File: src/rtl/collision_scheduler.sv
// Round-robin scheduler sharing one wall-map ROM between two sprite collision checkers.
// Each check walks eight bounding-box probes through the ROM and reports whether any hit a wall.
module collision_scheduler #(
  parameter int unsigned TILE   = 10,
  parameter int unsigned SPRITE = 20,
  parameter int unsigned MAP_W  = 64,
  parameter int unsigned MAP_H  = 48
) (
  input  logic       clk,
  input  logic       rst,
  input  logic       i_en,
  input  logic [1:0] i_req,
  input  logic [9:0] i_x0,
  input  logic [9:0] i_x1,
  input  logic [8:0] i_y0,
  input  logic [8:0] i_y1,
  output logic [1:0] o_gnt,
  output logic [1:0] o_done,
  output logic       o_blocked,
  output logic       o_busy,
  output logic [5:0] o_rom_x,
  output logic [5:0] o_rom_y,
  input  logic       i_rom_q
);

  localparam logic [10:0] OffA = 11'(SPRITE / 2 - 1);
  localparam logic [10:0] OffB = 11'(SPRITE - 1);

  typedef enum logic [1:0] {StIdle, StProbe, StWait} state_e;

  state_e      r_state;
  logic [2:0]  r_p;
  logic [9:0]  r_x;
  logic [8:0]  r_y;
  logic        r_lp;
  logic        r_acc;
  logic        r_oob;
  logic [1:0]  r_gnt;
  logic [1:0]  r_done;
  logic        r_blocked;
  logic        r_busy;
  logic [5:0]  r_rom_x;
  logic [5:0]  r_rom_y;

  logic [10:0] w_dx;
  logic [10:0] w_dy;
  logic [10:0] w_sx;
  logic [10:0] w_sy;
  logic [10:0] w_tx;
  logic [10:0] w_ty;
  logic        w_oob;
  logic        w_probe_wall;
  logic        w_win;

  // Probe offsets, in issue order, across the sprite's bounding box.
  always_comb begin
    w_dx = '0;
    w_dy = '0;
    case (r_p)
      3'd0: begin w_dx = '0;   w_dy = '0;   end
      3'd1: begin w_dx = '0;   w_dy = OffA; end
      3'd2: begin w_dx = '0;   w_dy = OffB; end
      3'd3: begin w_dx = OffA; w_dy = '0;   end
      3'd4: begin w_dx = OffA; w_dy = OffB; end
      3'd5: begin w_dx = OffB; w_dy = '0;   end
      3'd6: begin w_dx = OffB; w_dy = OffA; end
      3'd7: begin w_dx = OffB; w_dy = OffB; end
      default: begin w_dx = '0; w_dy = '0; end
    endcase
  end

  always_comb begin
    w_sx         = {1'b0, r_x} + w_dx;
    w_sy         = {2'b0, r_y} + w_dy;
    w_tx         = w_sx / 11'(TILE);
    w_ty         = w_sy / 11'(TILE);
    w_oob        = (w_tx >= 11'(MAP_W)) || (w_ty >= 11'(MAP_H));
    // r_oob travels alongside the address so it lines up with the ROM data.
    w_probe_wall = ~i_rom_q | r_oob;
  end

  // Tie goes to whoever was not served last.
  always_comb begin
    if (i_req == 2'b11) begin
      w_win = ~r_lp;
    end else begin
      w_win = i_req[1];
    end
  end

  always_ff @(posedge clk or negedge rst) begin
    if (!rst) begin
      r_state   <= StIdle;
      r_p       <= '0;
      r_x       <= '0;
      r_y       <= '0;
      r_lp      <= 1'b1;
      r_acc     <= 1'b0;
      r_oob     <= 1'b0;
      r_gnt     <= '0;
      r_done    <= '0;
      r_blocked <= 1'b0;
      r_busy    <= 1'b0;
      r_rom_x   <= '0;
      r_rom_y   <= '0;
    end else begin
      r_done    <= '0;
      r_blocked <= 1'b0;
      case (r_state)
        StIdle: begin
          if (i_en && (i_req != 2'b00)) begin
            r_lp    <= w_win;
            r_gnt   <= w_win ? 2'b10 : 2'b01;
            r_x     <= w_win ? i_x1 : i_x0;
            r_y     <= w_win ? i_y1 : i_y0;
            r_p     <= '0;
            r_acc   <= 1'b0;
            r_busy  <= 1'b1;
            r_state <= StProbe;
          end
        end
        StProbe: begin
          r_rom_x <= w_tx[5:0];
          r_rom_y <= w_ty[5:0];
          r_oob   <= w_oob;
          r_p     <= r_p + 3'd1;
          // From p=1 on, the ROM answers the previous cycle's probe.
          if (r_p != 3'd0) begin
            r_acc <= r_acc | w_probe_wall;
          end
          if (r_p == 3'd7) begin
            r_state <= StWait;
          end
        end
        StWait: begin
          r_done    <= r_gnt;
          r_blocked <= r_acc | w_probe_wall;
          r_gnt     <= '0;
          r_busy    <= 1'b0;
          r_state   <= StIdle;
        end
        default: begin
          r_state <= StIdle;
        end
      endcase
    end
  end

  assign o_gnt     = r_gnt;
  assign o_done    = r_done;
  assign o_blocked = r_blocked;
  assign o_busy    = r_busy;
  assign o_rom_x   = r_rom_x;
  assign o_rom_y   = r_rom_y;

endmodule

File: config.mk
export PLATFORM = sky130hd
export DESIGN_NAME = collision_scheduler
export DESIGN_NICKNAME = d
export VERILOG_FILES = /design/src/rtl/collision_scheduler.sv
export SDC_FILE = /design/constraint.sdc
export NUM_CORES = 1
export LEC_CHECK = 0
export BUFFER_PORTS_ARGS = -buffer_cell sky130_fd_sc_hd__buf_2
export CAP_MARGIN = 25
export CORE_MARGIN = 2
export CORE_UTILIZATION = 38
export DETAILED_ROUTE_END_ITERATION = 16
export PLACE_DENSITY = 0.68
export SLEW_MARGIN = 25
export SYNTH_ARGS = -nofsm -noshare
export SYNTH_HDL_FRONTEND = slang
export SYNTH_SLANG_ARGS = --single-unit
File: constraint.sdc
create_clock -name clk -period 4.4 [get_ports clk]
set_input_delay 0.44 -clock clk [delete_from_list [all_inputs] [get_ports clk]]
set_output_delay 0.44 -clock clk [all_outputs]
set_load 0.05 [all_outputs]
Word-level counts from Yosys, hierarchy flattened
Memory sizes are Yosys's and may differ from the RTL's.
Cells that the tools add are included.
{ "word_totals": {"n_memories": 1, "rom_bits": 64, "in_bits": 44, "reg_bits": 45, "elab_cells": 62} }
{ "op_classes": {"n_bitwise": 4, "div_mod_pow": 2, "muxes": 18, "n_reduce_logical": 12, "order_cmp": 2, "add_sub_neg": 3, "n_eq_ne": 7} }
{ "memory_table": {"columns": ["memory", "words", "word_bits", "read_ports", "rd_ports_with_merged_regs", "wr", "line", "text"], "rows": [
  ["(name not given)", 8, 8, 1, 0, 0, "59", "case (r_p)"]
]} }
{ "op_table": {"columns": ["cell", "count"], "rows": [
  ["$div A11 B4 Y11 const B", 2],
  ["$add A10 B11 Y11", 1],
  ["$add A9 B11 Y11", 1],
  ["$ge A11 B6 Y1 const B", 1],
  ["$ge A11 B7 Y1 const B", 1],
  ["$mux W10", 1],
  ["$mux W2", 5],
  ["$mux W9", 1],
  ["$pmux W2 S2", 2],
  ["$reduce_and A2 Y1", 4],
  ["$ne A2 B2 Y1 const B", 3],
  ["$pmux W3 S2", 1],
  ["$reduce_bool A2 Y1", 3],
  ["$mux W1", 5],
  ["$eq A2 B2 Y1 const B", 2],
  ["$pmux W1 S2", 2],
  ["$add A3 B1 Y3 const B", 1],
  ["$eq A3 B3 Y1 const B", 1],
  ["$mux W3", 1],
  ["$reduce_and A3 Y1", 1],
  ["$reduce_bool A3 Y1", 1],
  ["$eq A2 B1 Y1 const B", 1],
  ["$logic_not A2 Y1", 1],
  ["$not A1 Y1", 2],
  ["3 further kinds", 4]
]} }

Depth between registers and ports, before layout
{ "depth": {"ltp_word": 5, "depth_mapped": 19} }

Worst setup path after synthesis
No wires, ideal clock.
{ "synth_path": {"path_type": "register to register", "from": "reg r_p[0]", "to": "reg r_rom_x[0], in the netlist o_rom_x[0]", "path_stages_with_launch": 19, "setup_slack_ns": 0.487, "arrival_ns": 3.833, "path_cell_list": "dfrtp_1 ha_1 inv_1 ha_1 inv_1 ha_1 fa_1 and4_1 o21ai_2 a211oi_1 or3_4 or2_4 o22a_4 and2_4 buf_6 a22oi_2 a21oi_2 or4_1 o211ai_2"} }
{ "synth_via": {"elab_chain_len": 3} }
{ "synth_rtl": {"columns": ["element", "line", "text"], "rows": [
  ["from (decl)", "32", "logic [2:0] r_p;"],
  ["from (signal assigned)", "126", "r_p <= r_p + 3'd1;"],
  ["$mem_v2 Z8 W8", null, null],
  ["$add A10 B11 Y11", "73", "w_sx = {1'b0, r_x} + w_dx;"],
  ["$div A11 B4 Y11", "75", "w_tx = w_sx / 11'(TILE);"],
  ["to (signal assigned)", "123", "r_rom_x <= w_tx[5:0];"],
  ["to (decl)", "42", "logic [5:0] r_rom_x;"]
]} }
No other way between the ends.
A chain may end at the register's enable or synchronous reset.

Worst setup path after layout
Ends and elaborated chain as after synthesis.

==> results_dict.tcl <==
set metrics [dict create \
    synth_compound_area_share_pct 30.34 \
    grt_remaining_overflow 0 \
    place_area_um2 4641 \
    vias 4178 \
    synth-edff-count 0 \
    clock_sinks 45 \
    synthToLayoutAreaGrowth_pct 14.60 \
    grt_max_degree 46 \
    dr.pass1.iters 5 \
    grt_antenna_before_repair 0 \
    critPathMaxFanout 8 \
    slew_violations 0 \
    port_buffers 61 \
    end_kind "flip-flop" \
    tritoncts "done" \
    synth-simple-area-share_pct 22.69 \
    clock_latency_ps 290 \
    top_layer "met4" \
    finalWorstPathRequiredPeriod_ps 4128 \
    clk_pin_slew_ps 80 \
    worst_pin_slew_ps 819.8 \
    finalNetCount 641 \
    die_x_um 109.2 \
    max-cap-violations 0 \
    max_freq_mhz 242.3 \
    wl_met2_mm 4.806 \
    ys_types 82 \
    muxShareOfSynthArea_pct 5.562 \
    synth_top_family_by_area "compound AO/OA/AOI/OAI gates" \
    hp-class "in2async" \
    drc 0 \
    ys_ff_latch 45 \
    cts-root-buf "clkbuf_8" \
    crit_path_start_kind "flip-flop" \
    start_util_pct 38.80 \
    drtIter0Drc 281 \
    clock_skew_ps 8.437 \
    slowest_delay_ps 440 \
    die_area_um2 11930 \
    syn_area_per_cell_um2 7.952 \
    grt_first_pass_wirelength_mm 17.60 \
    setup_viol 0 \
    clockBufferDepth 2 \
    num_rows 38 \
    synth_ff_type "dfrtp_1" \
    n_antenna_cell 0 \
    grt_pass1_vias 3684 \
    dr_wl_met3_um 614 \
    coreArea_um2 10840 \
    status "completed" \
    cp_cell_sequence "inv_1 -> ha_1 -> mux2_2 -> ha_2 -> nand4_2 -> a21boi_2 -> o32ai_2 -> nor3_2 -> nand4_1 -> xnor2_1 -> buf_4 -> nor2_1 -> o41ai_1 -> a2bb2oi_1 -> maj3_1 -> o211ai_2" \
    netlist_area_um2 4207 \
    postSynth.asyncResetShare_pct 100.0 \
    grt.total_usage_pct 17.89 \
    synth_xor_area_share_pct 3.540 \
    nFillCells 1079 \
    ant_nets 0 \
    cp.arrival_ps 4300 \
    die_h_um 109.2 \
    relSlewSlack_pct 45.14 \
    syn-num-nets 591 \
    rrSetupSlack_ps 270 \
    cp_slowest_cell "ha_2" \
    postCtsHoldBufs 0 \
    via_per_inst 5.811 \
    h-tree-depth 2 \
    drive_above_1_share_pct 22.28 \
    wl_per_cell_um 15.13 \
    fin_crit_sh_pct 93.81 \
    dp_hpwl_mm 8.145 \
    numCtsBuffers 5 \
    final_cell_area_um2 4821 \
    num_io_pins 62 \
    wirelength_mm 10.88 \
    crit_buf_inv 2 \
    yosysSeqAreaShare_pct 26.80 \
    critPathKind "reg2reg" \
    met1Wirelength_mm 5.379 \
    crit_family "compound AO/OA/AOI/OAI gates" \
    hold_viol 0 \
    synthCells 529 \
    gp_congestion 0.9255 \
    critPathRequiredTime_ps 4570 \
    synthAdderAreaFrac_pct 5.949 \
    yosys_warnings 0 \
]
==> placed cells by master, fill, tap and decap left out, drive strengths merged, types with 14 or more instances in the layout <==
cell type and count:
dfrtp 44, a21oi 34, o21ai 53, buf 79, mux2i 20, nand2 72
ha 16, o211ai 15, inv 14, nor2 39, nand3 18
==> metrics by stage <==
step | util [%] | hold WS [ps] | TNS [ps] | std cells | worst slack (ps)
final | 44.47 | 125.1 | 0 | 719 | 272.4
after global routing | 44.47 | 166.0 | -44.21 | 719 | -39.95
after CTS | 43.64 | 338.6 | 0 | 716 | 62.67
after detailed placement | 42.81 | 463.5 | 0 | 709 | 104.6
after global placement | 42.81 | 454.8 | 0 | 709 | 159.4
after floorplan | - | 144.4 | 0 | 529 | 486.9
==> cell families after synthesis <==
logic type | after synthesis
AO/OA/AOI/OAI | 184
XOR/XNOR | 17
adder cells (fa/ha/maj) | 19
buffers and inverters | 50
flip-flops | 45
multiplexers | 23
AND/OR/NAND/NOR | 191
==> cell type report <==
class                      count  area (µm²)  area share [%]
timing repair buffer          79       442.9           9.188
inverter                      14       52.55           1.090
clock inverter                 1       7.507          0.1557
sequential                    45        1129           23.41
tap                          140       175.2           3.634
clock buffer                   6       82.58           1.713
multi-input combinational    434        2932           60.81
==> per-layer routing <==
layer / GRT usage, % / vias to the layer above
met5: 0 / -
met4: 3.436 / 0
met3: 2.212 / 8
met2: 27.20 / 157
met1: 27.24 / 1957
li1: - / 2056
==> cells in the mapped netlist, types with 5 or more instances <==
| master | count | area [µm²] |
|---|---|---|
| a211oi_1 | 8 | 60.06 |
| a21o_1 | 6 | 45.04 |
| a21oi_1 | 29 | 145.1 |
| a31oi_1 | 7 | 43.79 |
| and2_1 | 5 | 31.28 |
| and3_1 | 6 | 37.54 |
| clkbuf_1 | 26 | 97.59 |
| dfrtp_1 | 44 | 1101 |
| ha_1 | 16 | 200.2 |
| inv_1 | 14 | 52.55 |
| mux2i_1 | 20 | 200.2 |
| nand2_1 | 72 | 270.3 |
| nand2b_1 | 6 | 37.54 |
| nand3_1 | 17 | 85.08 |
| nor2_1 | 39 | 146.4 |
| nor3_1 | 6 | 30.03 |
| o211ai_1 | 14 | 105.1 |
| o21ai_0 | 49 | 245.2 |
| o221ai_1 | 7 | 61.31 |
| o22ai_1 | 6 | 37.54 |
| or3_1 | 7 | 43.79 |
| xnor2_1 | 12 | 105.1 |
| xor2_1 | 5 | 43.79 |
==> what timing repair did <==
item / in CTS / in global routing
endpoints found under the setup margin: 0 / 5
resized for setup: 0 / 20
buffers inserted: 0 / 3
==> path summary, 6_finish.rpt <==
path,start,endpoint,cells after the start
worst max-delay path,r_p[0],o_rom_x[0],16
worst min-delay path,rst,o_rom_y[5],1
worst max register to register,r_p[0],o_rom_x[0],16
worst min register to register,r_lp,r_lp,2
max in group asynchronous,rst,r_p[0],1
min in group clk,i_x0[3],r_x[3],3
==> registers in the layout, indices dropped and copies added, names as in the netlist <==
name	cells
r_state	2
r_oob	1
o_rom_x	6
r_x	10
o_done	2
o_blocked	1
o_rom_y	6
r_y	9
r_lp	1
o_busy	1
r_acc	1
r_p	3
o_gnt	2
Power is not shown: default switching activity piles up to over one toggle a cycle in this logic, so the estimate is an artifact.
